### src/rtl/rv32_types_pkg.sv
// Shared RV32 types: opcodes, decoded control word, exec units.
// Also provides create_nop_ctrl() used as the idle/reset word.
package rv32_types;

  typedef logic [31:0] rv_instr_t;

  localparam logic [6:0] OPCODE_LUI      = 7'b0110111;
  localparam logic [6:0] OPCODE_AUIPC    = 7'b0010111;
  localparam logic [6:0] OPCODE_JAL      = 7'b1101111;
  localparam logic [6:0] OPCODE_JALR     = 7'b1100111;
  localparam logic [6:0] OPCODE_BRANCH   = 7'b1100011;
  localparam logic [6:0] OPCODE_LOAD     = 7'b0000011;
  localparam logic [6:0] OPCODE_STORE    = 7'b0100011;
  localparam logic [6:0] OPCODE_OP_IMM   = 7'b0010011;
  localparam logic [6:0] OPCODE_OP       = 7'b0110011;
  localparam logic [6:0] OPCODE_MISC_MEM = 7'b0001111;
  localparam logic [6:0] OPCODE_SYSTEM   = 7'b1110011;
  localparam logic [6:0] OPCODE_CUSTOM0  = 7'b0001011;

  typedef enum logic [2:0] {
    INSTR_R_TYPE,
    INSTR_I_TYPE,
    INSTR_S_TYPE,
    INSTR_B_TYPE,
    INSTR_U_TYPE,
    INSTR_J_TYPE,
    INSTR_R4_TYPE
  } instr_type_t;

  typedef enum logic [3:0] {
    ALU_ADD  = 4'b0000,
    ALU_SLL  = 4'b0001,
    ALU_SLT  = 4'b0010,
    ALU_SLTU = 4'b0011,
    ALU_XOR  = 4'b0100,
    ALU_SRL  = 4'b0101,
    ALU_OR   = 4'b0110,
    ALU_AND  = 4'b0111,
    ALU_SUB  = 4'b1000,
    ALU_SRA  = 4'b1101
  } alu_op_t;

  typedef enum logic [1:0] {
    IN1_RS1,
    IN1_PC,
    IN1_ZERO
  } alu_in1_t;

  typedef enum logic {
    IN2_RS2,
    IN2_IMM
  } alu_in2_t;

  typedef enum logic [1:0] {
    UNIT_ALU,
    UNIT_MULDIV,
    UNIT_CUSTOM
  } exec_unit_t;

  typedef enum logic [2:0] {
    MUL, MULH, MULHSU, MULHU,
    DIV, DIVU, REM, REMU
  } mul_div_op_t;

  typedef logic [2:0] custom_op_t;

  typedef struct packed {
    instr_type_t t;
    exec_unit_t  unit;
    alu_op_t     int_alu_op;
    alu_in1_t    alu_in1;
    alu_in2_t    alu_in2;
    mul_div_op_t mul_div_op;
    custom_op_t  custom_op;
    logic [31:0] imm;
    logic [4:0]  rd;
    logic [4:0]  rs1;
    logic [4:0]  rs2;
    logic [2:0]  funct3;
    logic        register_wb;
    logic        mem_read;
    logic        mem_write;
    logic        branch;
    logic        jump;
    logic        invalid;
  } decoded_instr_t;

  // addi x0,x0,0
  function automatic decoded_instr_t create_nop_ctrl();
    decoded_instr_t c;
    c = '0;
    c.t          = INSTR_I_TYPE;
    c.unit       = UNIT_ALU;
    c.int_alu_op = ALU_ADD;
    c.alu_in1    = IN1_RS1;
    c.alu_in2    = IN2_IMM;
    c.mul_div_op = MUL;
    return c;
  endfunction

endpackage

### src/rtl/rv32_decode_queue_logic.sv
// Combinational RV32I/M/custom-0 decoder.
// Ports: instr_i raw word; decoded_o control word; use_rs_o {rd,rs2,rs1}.
module rv32_decode_logic
  import rv32_types::*;
#(
  parameter bit ENABLE_M      = 1'b1,
  parameter bit ENABLE_CUSTOM = 1'b1
) (
  input  rv_instr_t      instr_i,
  output decoded_instr_t decoded_o,
  output logic [2:0]     use_rs_o
);

  logic [6:0]  opc;
  logic [2:0]  f3;
  logic [6:0]  f7;
  logic [4:0]  rd;
  logic [31:0] imm_i;
  logic [31:0] imm_s;
  logic [31:0] imm_b;
  logic [31:0] imm_u;
  logic [31:0] imm_j;

  assign opc = instr_i[6:0];
  assign rd  = instr_i[11:7];
  assign f3  = instr_i[14:12];
  assign f7  = instr_i[31:25];

  assign imm_i = {{20{instr_i[31]}}, instr_i[31:20]};
  assign imm_s = {{20{instr_i[31]}}, instr_i[31:25],
                  instr_i[11:7]};
  assign imm_b = {{19{instr_i[31]}}, instr_i[31],
                  instr_i[7], instr_i[30:25],
                  instr_i[11:8], 1'b0};
  assign imm_u = {instr_i[31:12], 12'b0};
  assign imm_j = {{11{instr_i[31]}}, instr_i[31],
                  instr_i[19:12], instr_i[20],
                  instr_i[30:21], 1'b0};

  decoded_instr_t d;
  logic [2:0]     use_rs;
  logic           bad;
  logic           is_nop;

  always_comb begin
    d        = create_nop_ctrl();
    use_rs   = '0;
    bad      = 1'b0;
    is_nop   = 1'b0;
    d.rd     = rd;
    d.rs1    = instr_i[19:15];
    d.rs2    = instr_i[24:20];
    d.funct3 = f3;
    unique case (opc)
      OPCODE_LUI: begin
        d.t           = INSTR_U_TYPE;
        d.alu_in1     = IN1_ZERO;
        d.imm         = imm_u;
        d.register_wb = 1'b1;
      end
      OPCODE_AUIPC: begin
        d.t           = INSTR_U_TYPE;
        d.alu_in1     = IN1_PC;
        d.imm         = imm_u;
        d.register_wb = 1'b1;
      end
      OPCODE_JAL: begin
        d.t           = INSTR_J_TYPE;
        d.alu_in1     = IN1_PC;
        d.imm         = imm_j;
        d.jump        = 1'b1;
        d.register_wb = 1'b1;
      end
      OPCODE_JALR: begin
        d.imm         = imm_i;
        d.jump        = 1'b1;
        d.register_wb = 1'b1;
        use_rs[0]     = 1'b1;
      end
      OPCODE_BRANCH: begin
        d.t          = INSTR_B_TYPE;
        d.int_alu_op = ALU_SUB;
        d.alu_in2    = IN2_RS2;
        d.imm        = imm_b;
        d.branch     = 1'b1;
        use_rs[1:0]  = 2'b11;
      end
      OPCODE_LOAD: begin
        d.imm         = imm_i;
        d.mem_read    = 1'b1;
        d.register_wb = 1'b1;
        use_rs[0]     = 1'b1;
      end
      OPCODE_STORE: begin
        d.t         = INSTR_S_TYPE;
        d.imm       = imm_s;
        d.mem_write = 1'b1;
        use_rs[1:0] = 2'b11;
      end
      OPCODE_OP_IMM: begin
        d.imm         = imm_i;
        d.register_wb = 1'b1;
        use_rs[0]     = 1'b1;
        if (f3 == 3'b101 && f7[5])
          d.int_alu_op = ALU_SRA;
        else
          d.int_alu_op = alu_op_t'({1'b0, f3});
      end
      OPCODE_OP: begin
        d.t           = INSTR_R_TYPE;
        d.alu_in2     = IN2_RS2;
        d.register_wb = 1'b1;
        use_rs[1:0]   = 2'b11;
        if (f7 == 7'b0000000 || f7 == 7'b0100000)
          d.int_alu_op = alu_op_t'({f7[5], f3});
        else if (ENABLE_M && f7 == 7'b0000001) begin
          d.unit       = UNIT_MULDIV;
          d.mul_div_op = mul_div_op_t'(f3);
        end else
          bad = 1'b1;
      end
      OPCODE_CUSTOM0: begin
        if (ENABLE_CUSTOM) begin
          d.t           = INSTR_R4_TYPE;
          d.unit        = UNIT_CUSTOM;
          d.alu_in2     = IN2_RS2;
          d.custom_op   = f3;
          d.register_wb = 1'b1;
          use_rs        = 3'b111;
        end else
          bad = 1'b1;
      end
      OPCODE_MISC_MEM: is_nop = 1'b1;
      default:         bad    = 1'b1;
    endcase
    // rd is still read as rs3 for custom-0 even when x0
    if (rd == 5'd0)
      d.register_wb = 1'b0;
    if (bad || is_nop) begin
      d         = create_nop_ctrl();
      d.invalid = bad;
      use_rs    = '0;
    end
  end

  assign decoded_o = d;
  assign use_rs_o  = use_rs;

endmodule

### src/rtl/rv32_decode_queue.sv
// Decode stage + DEPTH-entry decoded-instruction FIFO.
// Ports: fetch in_* (valid/ready), issue out_* (valid/ready), flush, count.
module rv32_decode_queue
  import rv32_types::*;
#(
  parameter int unsigned DEPTH         = 4,
  parameter bit          ENABLE_M      = 1'b1,
  parameter bit          ENABLE_CUSTOM = 1'b1,
  localparam int unsigned AW = $clog2(DEPTH),
  localparam int unsigned CW = AW + 1
) (
  input  logic           clk,
  input  logic           resetn,
  input  logic           flush,
  input  logic           in_valid,
  output logic           in_ready,
  input  rv_instr_t      in_instr,
  input  logic [31:0]    in_pc,
  output logic           out_valid,
  input  logic           out_ready,
  output decoded_instr_t out_decoded,
  output logic [31:0]    out_pc,
  output logic [2:0]     out_use_rs,
  output logic [CW-1:0]  out_count
);

  decoded_instr_t dec_in;
  logic [2:0]     use_in;

  rv32_decode_logic #(
    .ENABLE_M      (ENABLE_M),
    .ENABLE_CUSTOM (ENABLE_CUSTOM)
  ) u_dec (
    .instr_i   (in_instr),
    .decoded_o (dec_in),
    .use_rs_o  (use_in)
  );

  decoded_instr_t dec_q [DEPTH];
  logic [31:0]    pc_q  [DEPTH];
  logic [2:0]     use_q [DEPTH];

  logic [AW-1:0] wr_ptr_q, wr_ptr_d;
  logic [AW-1:0] rd_ptr_q, rd_ptr_d;
  logic [CW-1:0] count_q, count_d;
  logic          push, pop;

  assign in_ready  = count_q != CW'(DEPTH);
  assign out_valid = count_q != '0;
  assign push      = in_valid && in_ready && !flush;
  assign pop       = out_valid && out_ready && !flush;

  always_comb begin
    wr_ptr_d = wr_ptr_q;
    rd_ptr_d = rd_ptr_q;
    count_d  = count_q;
    if (flush) begin
      wr_ptr_d = '0;
      rd_ptr_d = '0;
      count_d  = '0;
    end else begin
      if (push)
        wr_ptr_d = wr_ptr_q + AW'(1);
      if (pop)
        rd_ptr_d = rd_ptr_q + AW'(1);
      if (push && !pop)
        count_d = count_q + CW'(1);
      else if (pop && !push)
        count_d = count_q - CW'(1);
    end
  end

  always_ff @(posedge clk or negedge resetn) begin
    if (!resetn) begin
      wr_ptr_q <= '0;
      rd_ptr_q <= '0;
      count_q  <= '0;
    end else begin
      wr_ptr_q <= wr_ptr_d;
      rd_ptr_q <= rd_ptr_d;
      count_q  <= count_d;
    end
  end

  always_ff @(posedge clk or negedge resetn) begin
    if (!resetn) begin
      for (int i = 0; i < DEPTH; i++) begin
        dec_q[i] <= create_nop_ctrl();
        pc_q[i]  <= '0;
        use_q[i] <= '0;
      end
    end else if (push) begin
      dec_q[wr_ptr_q] <= dec_in;
      pc_q[wr_ptr_q]  <= in_pc;
      use_q[wr_ptr_q] <= use_in;
    end
  end

  assign out_decoded = dec_q[rd_ptr_q];
  assign out_pc      = pc_q[rd_ptr_q];
  assign out_use_rs  = use_q[rd_ptr_q];
  assign out_count   = count_q;

endmodule
### config.mk
export PLATFORM = sky130hd
export DESIGN_NAME = rv32_decode_queue
export DESIGN_NICKNAME = d
export VERILOG_FILES = /design/src/rtl/rv32_types_pkg.sv /design/src/rtl/rv32_decode_queue_logic.sv /design/src/rtl/rv32_decode_queue.sv
export SDC_FILE = /design/constraint.sdc
export NUM_CORES = 1
export LEC_CHECK = 0
export ABC_CLOCK_PERIOD_IN_PS = 2590
export BUFFER_PORTS_ARGS = -buffer_cell sky130_fd_sc_hd__buf_4
export CAP_MARGIN = 20
export CELL_PAD_IN_SITES_DETAIL_PLACEMENT = 1
export CELL_PAD_IN_SITES_GLOBAL_PLACEMENT = 2
export CORE_AREA = 10 10 289 180
export CTS_BUF_LIST = sky130_fd_sc_hd__clkbuf_16
export DETAILED_ROUTE_END_ITERATION = 12
export DIE_AREA = 0 0 299 190
export PLACE_DENSITY_LB_ADDON = 0.12
export RECOVER_POWER = 50
export SLEW_MARGIN = 20
export SYNTH_ARGS = -nofsm -noshare
export SYNTH_HDL_FRONTEND = slang
export SYNTH_HIERARCHICAL = 1
export SYNTH_SLANG_ARGS = --single-unit
### constraint.sdc
create_clock -name clk -period 2.59 [get_ports clk]
set_clock_uncertainty 0.05 [all_clocks]
set_input_delay 0.3885 -clock clk [delete_from_list [all_inputs] [get_ports clk]]
set_output_delay 0.3885 -clock clk [all_outputs]
set_load 0.1 [all_outputs]
After elaboration in Yosys (flattened, before gate mapping)

Index checks and enable logic that the tools add are counted.

Register bits: 443
Input bits: 69
Output and inout bits: 114

Reductions and logical operators: 28
$add $sub $neg: 4
Magnitude comparators: 3
Bitwise operators: 2
Muxes and demuxes: 54
Eq/ne operators: 15

Operator list:

| operator                                             | count |
|---|---|
| bitwise mux 296 bit                                  | 1 |
| two-way mux 74 bit                                   | 4 |
| case mux 32 bit (5 select lines)                     | 1 |
| binary-select mux 74 bit (select 2 bit)              | 1 |
| demux 74 bit (select 2 bit)                          | 1 |
| bitwise mux 128 bit                                  | 1 |
| two-way mux 32 bit                                   | 3 |
| binary-select mux 32 bit (select 2 bit)              | 1 |
| demux 32 bit (select 2 bit)                          | 1 |
| two-way mux 3 bit                                    | 11 |
| equality test 7 x 6 -> 1 bit (second input constant) | 4 |
| equality test 7 bit (second input constant)          | 3 |
| case mux 3 bit (6 select lines)                      | 1 |
| equality test 7 x 4 -> 1 bit (second input constant) | 2 |
| equality test 7 x 5 -> 1 bit (second input constant) | 2 |
| two-way mux 1 bit                                    | 14 |
| bitwise mux 12 bit                                   | 1 |
| case mux 4 bit (3 select lines)                      | 1 |
| two-way mux 2 bit                                    | 5 |
| OR reduction 10 bit                                  | 1 |
| logical AND 1 bit                                    | 8 |
| two-way mux 4 bit                                    | 2 |
| case mux 2 bit (2 select lines)                      | 2 |
| OR reduction 8 bit                                   | 1 |
| other kinds (23)                                     | 34 |

Depth between registers and ports, before layout

Gate-level depths: netlist (run 1).

Depth after elaboration: 8
Depth in mapped cells: 8

By module

Netlist (run 1), hierarchy kept.

By module, submodules not included:

| module            | cells an instance | times used | area each (um^2) |
|---|---|---|---|
| rv32_decode_queue | 1117              | 1          | 19299.8 |
| rv32_decode_logic | 146               | 1          | 1082.3 |

Least setup slack after synthesis (run 1)

Ideal clock, no wire load.

Kind: register to register
Start: register count_q[2] (netlist: out_count[2])
End: register count_q[2] (netlist: out_count[2])
Setup slack: -494 ps
Cell stages (with the launch flop): 9
Required time: 2474 ps
Data arrival time: 2968 ps
Cell sequence: dfrtp_1 > buf_4 > nor3b_4 > inv_2 > and3_1 > fa_1 > a21bo_2 > a311oi_1 > o311a_1

Elaborated cells on any way between the ends: 16

RTL lines:

| what                                                           | RTL line                                         | RTL |
|---|---|---|
| start, declared                                                | rv32_decode_queue.sv:45                          | `logic [CW-1:0] count_q, count_d;` |
| start signal, assigned                                         | rv32_decode_queue.sv:81                          | `count_q <= count_d;` |
| inequality test 3 bit (*)                                      | rv32_decode_queue.sv:48                          | `assign in_ready = count_q != CW'(DEPTH);` |
| via in_ready                                                   | rv32_decode_queue.sv:16                          | `output logic in_ready,` |
| logical AND 1 bit (*) (2 in series)                            | rv32_decode_queue.sv:50                          | `assign push = in_valid && in_ready && !flush;` |
| logical AND 1 bit / logical NOT 1 bit (equally long branches)  | rv32_decode_queue.sv:66, rv32_decode_queue.sv:68 |  |
| two-way mux 3 bit / logical AND 1 bit (equally long branches)  | rv32_decode_queue.sv:66, rv32_decode_queue.sv:68 |  |
| two-way mux 3 bit / nonzero test 3 bit (equally long branches) | --                                               |  |

The timed path passes the listed nets; every way through them passes the cells marked *. The select of a mux whose other input is x is not followed.
A chain may end at the register's enable or synchronous reset.

==> out/metrics.cfg, run 1 <==
[clocking]
cts_tree = built
clk-insertion-delay-late_ns = 0.56
cts_made_buffers = 45
clkTransAtPathRegs_ns = 0.06
clockRootBuffer = clkbuf_16
cts-root-to-sink-buffers = 3
htreeDepth = 2
cts_sinks = 443

[synthesis]
syn_avg_cell_area_sq_um = 16.14
synth_enable_flop_cells = 0
synth_ff_type = dfrtp_1
synthArstFlopShare_pct = 100.0
synth_fp_nets = 1337
yosys_register_bits = 443
synth_sequential_area_ratio_pct = 54.44
mappedNetlistArea_sq_mm = 0.02038
post_synth_num_cell_types = 67
yosys_warnings = 6
synthesis.instances = 1263

[sta]
endpoints_failing_setup = 44
worst_pin_slew_ns = 1.916
slew_violations = 59
fin_crit_sh_pct = 103.0
grt_setup_unrepaired = yes
worst_slew_margin_rel_pct = -27.73
fin_tns_setup_ns = -1.436
max_clock_freq_mhz = 375.0
setup_slack_ns = -0.07676
hold_violation_count_in_the_final_report = 0
finalWorstPathRequiredPeriod_ns = 2.667

[detailed_routing]
drcViolationCount = 0
via_per_instance_ratio = 5.546
drt_iter0_markers = 540
route.antenna.remaining_nets = 0
drt_pre_antenna_iters = 4
wl_per_cell_um = 25.47
detailroute.via_count = 12020
wirelength_um = 55230

[floorplanning]
die_h_um = 190
coreArea_sq_mm = 0.04701
starting_density_pct = 43.36
die-width_um = 299
num_io_pins = 183
placement_rows = 62
fp.dieArea_sq_mm = 0.05681

[run]
drv_cap = 1

[power_and_ir_drop]
p_leak_nw = 11.86
irDropWorstVdd_mv = 0.7229
power.density_cell_area_mw_per_mm2 = 1035

[grt]
grt_antenna_before_repair = 1
track_usage_pct = 19.30
grt-ovfl-total = 0
first_global_vias = 13420
grt_max_degree = 63
first_pass_grt_wire_length_um = 85730

[setup_path]
critical_path.reg2reg.endpoint = out_count[2]$_DFFE_PN0P_
cp_slowest_cell = mux4_2
worstSetupEndpointType = primary output
path_common_cell = buf_12
critPathBufInv = 4
reg2reg_depth = 7
crit_path_leading_delay_family = buffers and inverters
launch_point_of_the_worst_reg_to_reg_path = out_count[1]$_DFFE_PN0P_
wp_data_required_ns = 2.15
path_class = flip-flop to primary output
reg2reg_setup_slack_ns = 0.04
critPathMaxStageDelay_ns = 0.56
critical_path.startpoint_type = flip-flop
timing.critical_path.arrival_ns = 2.23
timing.critical_path.cells = buf_12 -> buf_12 -> buf_12 -> mux4_2 -> buf_12
critical_path_fanouts_max = 6

[hold_path]
hold_class = input port to flip-flop
source_of_the_worst_hold_timing_path = flush
hold-path-cell-count = 2
worstHoldEndpoint = wr_ptr_q[1]$_DFFE_PN0P_

[status]
violated_checks = capacitance limit, slew limit, setup timing
result_of_the_run = finished with violations

[finish]
post-route-cell-area_sq_mm = 0.02512
layout_commonest_cell = dfrtp_1
layout-area-overhead-vs-synth_pct = 23.23
layout_common_cells = dfrtp_1, mux2_2, buf_4
layout-drive-gt1-share_pct = 60.21
number_of_antenna_diodes = 0
finalNetCount = 1565

[place]
detailed_place.area_sq_mm = 0.02296
place_congestion = 0.7316
io_buffer_count = 182
post-dp-hpwl_um = 37140

## worst reg2reg max path, stage by stage (launching register included)
cell and delay, ns:
dfrtp_1 0.49, nor3b_1 0.40, bufinv_8 0.28, and3_1 0.18
fa_2 0.39, a21bo_2 0.23, a311oi_1 0.26, o311a_1 0.20
## synth_stat cells (2+ instances only)
cell type	number	area (sq um)
or2_2	2	12.51
nor3b_1	9	67.56
o211ai_1	2	15.01
a21oi_1	6	30.03
nand3_1	10	50.05
clkbuf_1	14	52.55
dfstp_2	8	210.2
mux2i_1	4	40.04
buf_6	9	101.4
ha_1	4	50.05
and4bb_2	2	25.02
inv_1	7	26.28
mux2_4	10	150.1
a21oi_2	2	17.52
nand2_1	4	15.01
buf_2	52	260.3
nand4b_1	2	17.52
and2_1	18	112.6
or3_1	4	25.02
dfrtp_1	435	10890
buf_4	6	45.04
nor3b_2	10	125.1
nor3_1	7	35.03
nor2b_1	2	12.51
nor2_1	14	52.55
mux4_2	109	2455
a22o_1	5	43.79
buf_1	7	26.28
o31ai_1	2	15.01
a21o_1	20	150.1
o21a_1	2	15.01
nand3b_1	3	22.52
mux2_2	428	4820
o21ai_0	7	35.03
and3_1	2	12.51
or4_1	2	15.01
xor2_1	3	26.28
## kinds of logic after synthesis
| family | count (synthesis) | synth area share [%] |
|---|---|---|
| simple gates | 101 | 3.468 |
| xor+xnor | 3 | 0.1289 |
| mux | 551 | 36.62 |
| compound gates | 63 | 2.443 |
| buf+inv | 97 | 2.554 |
| flops | 443 | 54.44 |
| fa+ha+maj | 5 | 0.3438 |
## layout make-up
type	instances	area [sq um]
timing repair buffer	270	2948
clock inverter	37	236.5
inverter	8	43.79
clock buffer	47	1176
tap	640	800.8
sequential	443	11110
fill	4474	21890
multi-input combinational	723	8802
## metrics by stage
stage	cells	hold slack [ns]	util, %	power, W	setup slack (ns)
after floorplan	1263	0.04291	-	0.01654	0.02585
after global placement	2069	0.3479	48.82	0.01871	-0.02867
after detailed placement	2069	0.3497	48.83	0.01888	0.006237
after CTS	2163	0.009264	53.28	0.02621	-0.1265
after global routing	2168	0.02205	53.43	0.02714	-0.1306
final	2168	0.02207	53.43	0.02599	-0.07676
## where the power goes
part           total [W]  switching [W]  internal (W)
Combinational     0.0108        0.00671       0.00409
Clock            0.00639        0.00281       0.00357
Sequential       0.00881       0.000653       0.00816
## state kept, by name (all words and copies together), names as in the netlist
signal	count
rd_ptr_q	2
wr_ptr_q	2
pc_q	128
out_count	3
use_q	12
dec_q	296
## repair_timing
item	CTS	global route
hold buffers	1	0
hold endpoints to repair	51	0
gates cloned	3	1
setup endpoints to repair	87	105
setup buffers	6	6
gates resized for setup	135	27
## routing by layer
metal  GRT usage [%]  share of wire (%)
met3           3.587                4.8
met1           27.38                 46
met2           31.21                 47
met5               0                  0
met4           2.915                1.3
## worst max path at each step
stage | start | endpoint | slack, ns | depth (start not counted)
after floorplan | out_count[1]$_DFFE_PN0P_ | out_count[2]$_DFFE_PN0P_ | 0.03 | 8
after global placement | in_instr[4] | dec_q[12]$_DFFE_PN0P_ | -0.03 | 7
after detailed placement | in_instr[3] | dec_q[11]$_DFFE_PN0P_ | 0.006 | 6
after CTS | rd_ptr_q[0]$_DFFE_PN0P_ | out_pc[3] | -0.13 | 4
after global routing | rd_ptr_q[0]$_DFFE_PN0P_ | out_decoded[44] | -0.13 | 5
final | rd_ptr_q[0]$_DFFE_PN0P_ | out_decoded[44] | -0.08 | 5
No activity file was read; power rests on OpenSTA's default activity.
==> inputs of run 2 (changes only) <==
REMOVE_ABC_BUFFERS = 1   (was not set)
==> run 2 against run 1 <==
Effect of this change:
- routed wire length fell by 4.5%
- critical endpoint is now out_decoded[63]
- register-to-register slack improved by 0.12 ns
- sequential power barely moved
- the flow still finishes with violations (capacitance limit, slew limit, setup timing)
- utilization fell by 0.84 points
- die area did not move
- clock-buffer cell count fell by 2
- maximum frequency rose by 1.6%
- worst hold slack improved by 0.015 ns
- via count fell by 1.8%
==> out/metrics.cfg, run 2 (synthesized netlist as in run 1, its figures left out) <==
[clocking]
cts_sinks = 443
cts_tree = built
clk-insertion-delay-late_ns = 0.55
htreeDepth = 2
cts-root-to-sink-buffers = 3
cts_made_buffers = 44
clockRootBuffer = clkbuf_16
clkTransAtPathRegs_ns = 0.06

[finish]
largest_register_ffs = 296
post-route-cell-area_sq_mm = 0.02472
layout_common_cells = dfrtp_1, mux2_2, mux4_2
layout_commonest_cell = dfrtp_1
finalNetCount = 1537
largest_registers = dec_q: 296 flops, pc_q: 128 flops, use_q: 12 flops
fillerInstances = 4415
layout-drive-gt1-share_pct = 59.06
layout-area-overhead-vs-synth_pct = 21.29
registers.top_by_ff_count = dec_q
final_cells = 2131
final_util_pct = 52.59

[detailed_routing]
wirelength_um = 52740
route.antenna.remaining_nets = 0
drt_iter0_markers = 564
detailroute.via_count = 11810
met1_length_um = 24580
drcViolationCount = 0
met3WireLength_um = 2340
routed.top_layer = met4
route.met2.wl_um = 25190
wl_per_cell_um = 24.75
via_per_instance_ratio = 5.540
drt_pre_antenna_iters = 4

[grt]
grt-ovfl-total = 0
grt_max_degree = 65
grt_antenna_before_repair = 0
track_usage_pct = 18.48
first_global_vias = 13330
first_pass_grt_wire_length_um = 82960

[sta]
slew_violations = 55
endpoints_failing_setup = 37
setup_slack_ns = -0.03426
max_clock_freq_mhz = 381.1
worst_slew_margin_rel_pct = -7.617
fin_tns_setup_ns = -0.4060
finalWorstPathRequiredPeriod_ns = 2.624
grt_setup_unrepaired = yes
fin_crit_sh_pct = 101.3
worst_pin_slew_ns = 1.614
hold_violation_count_in_the_final_report = 0

[setup_path]
wp_data_required_ns = 2.15
critical_path_fanouts_max = 9
timing.critical_path.arrival_ns = 2.19
worstSetupEndpointType = primary output
path_class = flip-flop to primary output
critical_path.startpoint_type = flip-flop

[power_and_ir_drop]
final_total_pwr_w = 0.02549
power.density_cell_area_mw_per_mm2 = 1031
p_leak_nw = 11.65
irDropWorstVdd_mv = 0.7571

[floorplanning]
die-width_um = 299
die_h_um = 190
num_io_pins = 183
placement_rows = 62
fp.dieArea_sq_mm = 0.05681
starting_density_pct = 43.36
coreArea_sq_mm = 0.04701

[status]
violated_checks = capacitance limit, slew limit, setup timing
result_of_the_run = finished with violations

[run]
drv_cap = 1

[place]
post-dp-hpwl_um = 33110
io_buffer_count = 182
detailed_place.area_sq_mm = 0.02279
place_congestion = 0.7439
post-place-cells = 2046

[hold_path]
hold_class = input port to flip-flop

==> run 2: cell count changes in the layout (fill, tap and decap cells not counted), moves of 3 or more <==
| cell | delta |
|---|---|
| buf_4 | -15 |
| buf_12 | -14 |
| clkbuf_2 | -6 |
| buf_6 | +5 |
| clkinv_2 | -5 |
| buf_16 | +3 |
| clkbuf_4 | -3 |
==> run 2: final cells by class <==
class / count / area, sq um / area share (%)
Sequential cell: 443 / 11100 / 44.91
Multi-Input combinational cell: 723 / 8803 / 35.61
Timing Repair Buffer: 243 / 2716 / 10.99
Clock buffer: 45 / 1126 / 4.555
Tap cell: 640 / 800.8 / 3.239
Clock inverter: 28 / 138.9 / 0.5618
Inverter: 8 / 30.03 / 0.1215
Antenna cell: 1 / 2.502 / 0.01012
==> run 2: metrics by stage <==
stage                     hold WS [ns]  setup slack, ns
after floorplan                0.04291           -3.132
after global placement          0.3309         -0.02565
after detailed placement        0.3276         -0.07938
after CTS                     0.006138         -0.09332
after global routing           0.01959         -0.09811
final                          0.03699         -0.03426
==> run 2: routing by layer <==
layer,track usage [%],vias to the layer above
met4,3.222,0
met2,30.14,172
met3,3.610,42
met5,0,-
met1,25.76,6442
li1,-,5149
==> run 2: worst paths after layout <==
| kind | startpoint | to | slack (ns) | cells past startpoint |
|---|---|---|---|---|
| setup / recovery | rd_ptr_q[0]$_DFFE_PN0P_ | out_decoded[63] | -0.03 | 4 |
| hold / removal | flush | wr_ptr_q[0]$_DFFE_PN0P_ | 0.04 | 2 |
| setup reg to reg | out_count[1]$_DFFE_PN0P_ | out_count[2]$_DFFE_PN0P_ | 0.16 | 7 |
| hold reg to reg | dec_q[125]$_DFFE_PN0P_ | dec_q[125]$_DFFE_PN0P_ | 0.45 | 1 |
| max in group asynchronous | resetn | pc_q[54]$_DFFE_PN0P_ | 0.31 | 3 |
| min in group asynchronous | resetn | dec_q[208]$_DFFE_PN0P_ | 0.73 | 2 |
==> run 2: what timing repair did <==
item,in CTS,in global routing
gates resized for setup,126,17
hold endpoints to repair,39,0
setup buffers,2,2
setup endpoints to repair,91,104
cloned,3,3
hold buffers,1,0
==> run 2: critical path, stage by stage, from the launching register on <==
cell and delay [ns]:
dfrtp_4 0.48, buf_12 0.20, clkbuf_16 0.19, mux4_2 0.53, buf_6 0.21
==> run 2: report_power, final <==
part           total (W)  internal (W)  switching, W  leakage, nW
Clock            0.00592       0.00321       0.00270        0.663
Sequential       0.00880       0.00815      0.000647         5.95
Combinational     0.0108       0.00407       0.00670         5.03
==> inputs of run 3 (changes only) <==
PLACE_DENSITY_LB_ADDON = 0.2   (was 0.12)
==> run 3 against run 2 <==
Effect of this change:
- the flow still finishes with violations (capacitance limit, slew limit, setup timing)
- routed wire length grew 0.18%
- sequential power is essentially flat
- non-clock buffer count grew 6
- clock-buffer cell count is the same
- sequential share of layout area shrank 0.098 points
- largest power group unchanged
- maximum frequency is essentially flat
- register-to-register slack lost 0.07 ns
- cell count grew 0.33%
- utilization grew 0.11 points
==> out/metrics.cfg, run 3 (synthesized netlist as in run 1, its figures left out) <==
[place]
io_buffer_count = 182
post-place-cells = 2050
post-dp-hpwl_um = 33630
place_congestion = 0.7110

[sta]
final.hold.worst_slack_ns = 0.04541
endpoints_failing_setup = 4
fin_crit_sh_pct = 101.3
slew_violations = 56
grt_setup_unrepaired = yes
finalWorstPathRequiredPeriod_ns = 2.624
worst_slew_margin_rel_pct = -10.60
setup_slack_ns = -0.03358
max_clock_freq_mhz = 381.2
hold_violation_count_in_the_final_report = 0
worst_pin_slew_ns = 1.659

[setup_path]
path_class = flip-flop to primary output
launch_point_of_the_worst_reg_to_reg_path = out_count[1]$_DFFE_PN0P_
worstSetupEndpointType = primary output
critical_path.startpoint_type = flip-flop
wp_data_required_ns = 2.15
critical_path.startpoint = rd_ptr_q[0]$_DFFE_PN0P_
timing.critical_path.arrival_ns = 2.19
critical_path.reg2reg.endpoint = out_count[2]$_DFFE_PN0P_
critical_path_fanouts_max = 10
reg2reg_depth = 7
reg2reg_setup_slack_ns = 0.09

[detailed_routing]
drt_iter0_markers = 528
drcViolationCount = 0
detailroute.via_count = 11860
wl_per_cell_um = 24.71
route.antenna.remaining_nets = 0
drt_pre_antenna_iters = 4
via_per_instance_ratio = 5.547
wirelength_um = 52830

[floorplanning]
die_h_um = 190
die-width_um = 299
coreArea_sq_mm = 0.04701
fp.dieArea_sq_mm = 0.05681
starting_density_pct = 43.36
placement_rows = 62
num_io_pins = 183

[hold_path]
worstHoldEndpoint = pc_q[101]$_DFFE_PN0P_
hold_class = input port to flip-flop
source_of_the_worst_hold_timing_path = in_pc[5]
hold-path-cell-count = 2

[finish]
largest_register_ffs = 296
registers.top_by_ff_count = dec_q
layout_commonest_cell = dfrtp_1
sequential_cell_area_sq_mm = 0.01110
fillerInstances = 4410
multi_input_area_sq_mm = 0.008811
largest_registers = dec_q: 296 flops, pc_q: 128 flops, use_q: 12 flops
final_cells = 2138
layout_common_cells = dfrtp_1, mux2_2, mux4_2
finalNetCount = 1543
layout-drive-gt1-share_pct = 59.05
layout-area-overhead-vs-synth_pct = 21.55

[clocking]
clkTransAtPathRegs_ns = 0.07
cts_tree = built
cts_made_buffers = 44
cts_sinks = 443
cts-root-to-sink-buffers = 3
clk-insertion-delay-late_ns = 0.55
htreeDepth = 2
clockRootBuffer = clkbuf_16

[status]
violated_checks = capacitance limit, slew limit, setup timing
result_of_the_run = finished with violations

[power_and_ir_drop]
p_leak_nw = 11.66
power.density_cell_area_mw_per_mm2 = 1027
irDropWorstVdd_mv = 0.7521

[grt]
first_global_vias = 13210
first_pass_grt_wire_length_um = 82340
grt-ovfl-total = 0
grt_antenna_before_repair = 1
grt_max_degree = 86
track_usage_pct = 18.36

[run]
drv_cap = 1

## run 3: changes by cell type in the layout (fill, tap and decap cells not counted), sizes merged
cell	change
buf	+4
bufbuf	-1
clkbuf	+2
clkinv	+3
clkinvlp	+1
dlygate4sd3	+1
inv	-3
## run 3: through the flow
stage / instance area, sq um / utilization, % / setup slack (ns) / power (W) / setup TNS, ns
2_1_floorplan: 19890 / - / -3.132 / 0.01568 / -1363.50
3_3_place_gp: 22810 / 48.53 / 0.001330 / 0.01864 / 0
6_report: 24780 / 52.70 / -0.03358 / 0.02544 / -0.05454
5_1_grt: 24770 / 52.70 / -0.08883 / 0.02660 / -3.418
4_1_cts: 24520 / 52.17 / -0.1024 / 0.02529 / -3.418
3_5_place_dp: 22810 / 48.53 / -0.06756 / 0.01883 / -1.903
## run 3: where the power goes
group	total [W]	switching [W]	internal [W]	leakage, nW
Clock	0.00591	0.00269	0.00322	0.656
Sequential	0.00878	0.000630	0.00815	5.95
Combinational	0.0108	0.00674	0.00402	5.05
Total	0.0254	0.0101	0.0154	11.7
## run 3: critical path, stage by stage (launching register included)
cell and delay [ns]:
dfrtp_4 0.45, buf_12 0.19, buf_6 0.17, mux4_2 0.60, buf_8 0.21
## run 3: area by class of cell
cell class / instances / area share [%]
flip-flops and latches: 443 / 44.82
diodes: 1 / 0.01010
repair buffers: 249 / 11.11
clock inverters: 29 / 0.6010
inverters: 8 / 0.1212
clock buffers: 45 / 4.545
multi-input cells: 723 / 35.56
well taps: 640 / 3.232
## run 3: how the worst max path moves through the flow
stage	slack (ns)	to
floorplan	-3.13	out_decoded[0]
global placement	0.001	dec_q[12]$_DFFE_PN0P_
CTS	-0.10	out_use_rs[0]
global route	-0.09	out_decoded[0]
finish	-0.03	out_decoded[0]
detailed placement	-0.07	dec_q[81]$_DFFE_PN0P_
## run 3: timing repair
action                                  in CTS  in global routing
hold buffers                                 2                  0
gates resized for setup                     90                 57
endpoints found under the setup margin      84                100
endpoints found under the hold margin       37                  0
buffers inserted                             4                  2
cloned                                       1                  4
## run 3: metal layers
metal,GRT usage (%),wire (um),up-vias
li1,-,-,5167
met1,26.22,25320,6496
met2,29.61,25150,148
met3,3.042,1714,49
met4,3.088,644,0
met5,0,0,-
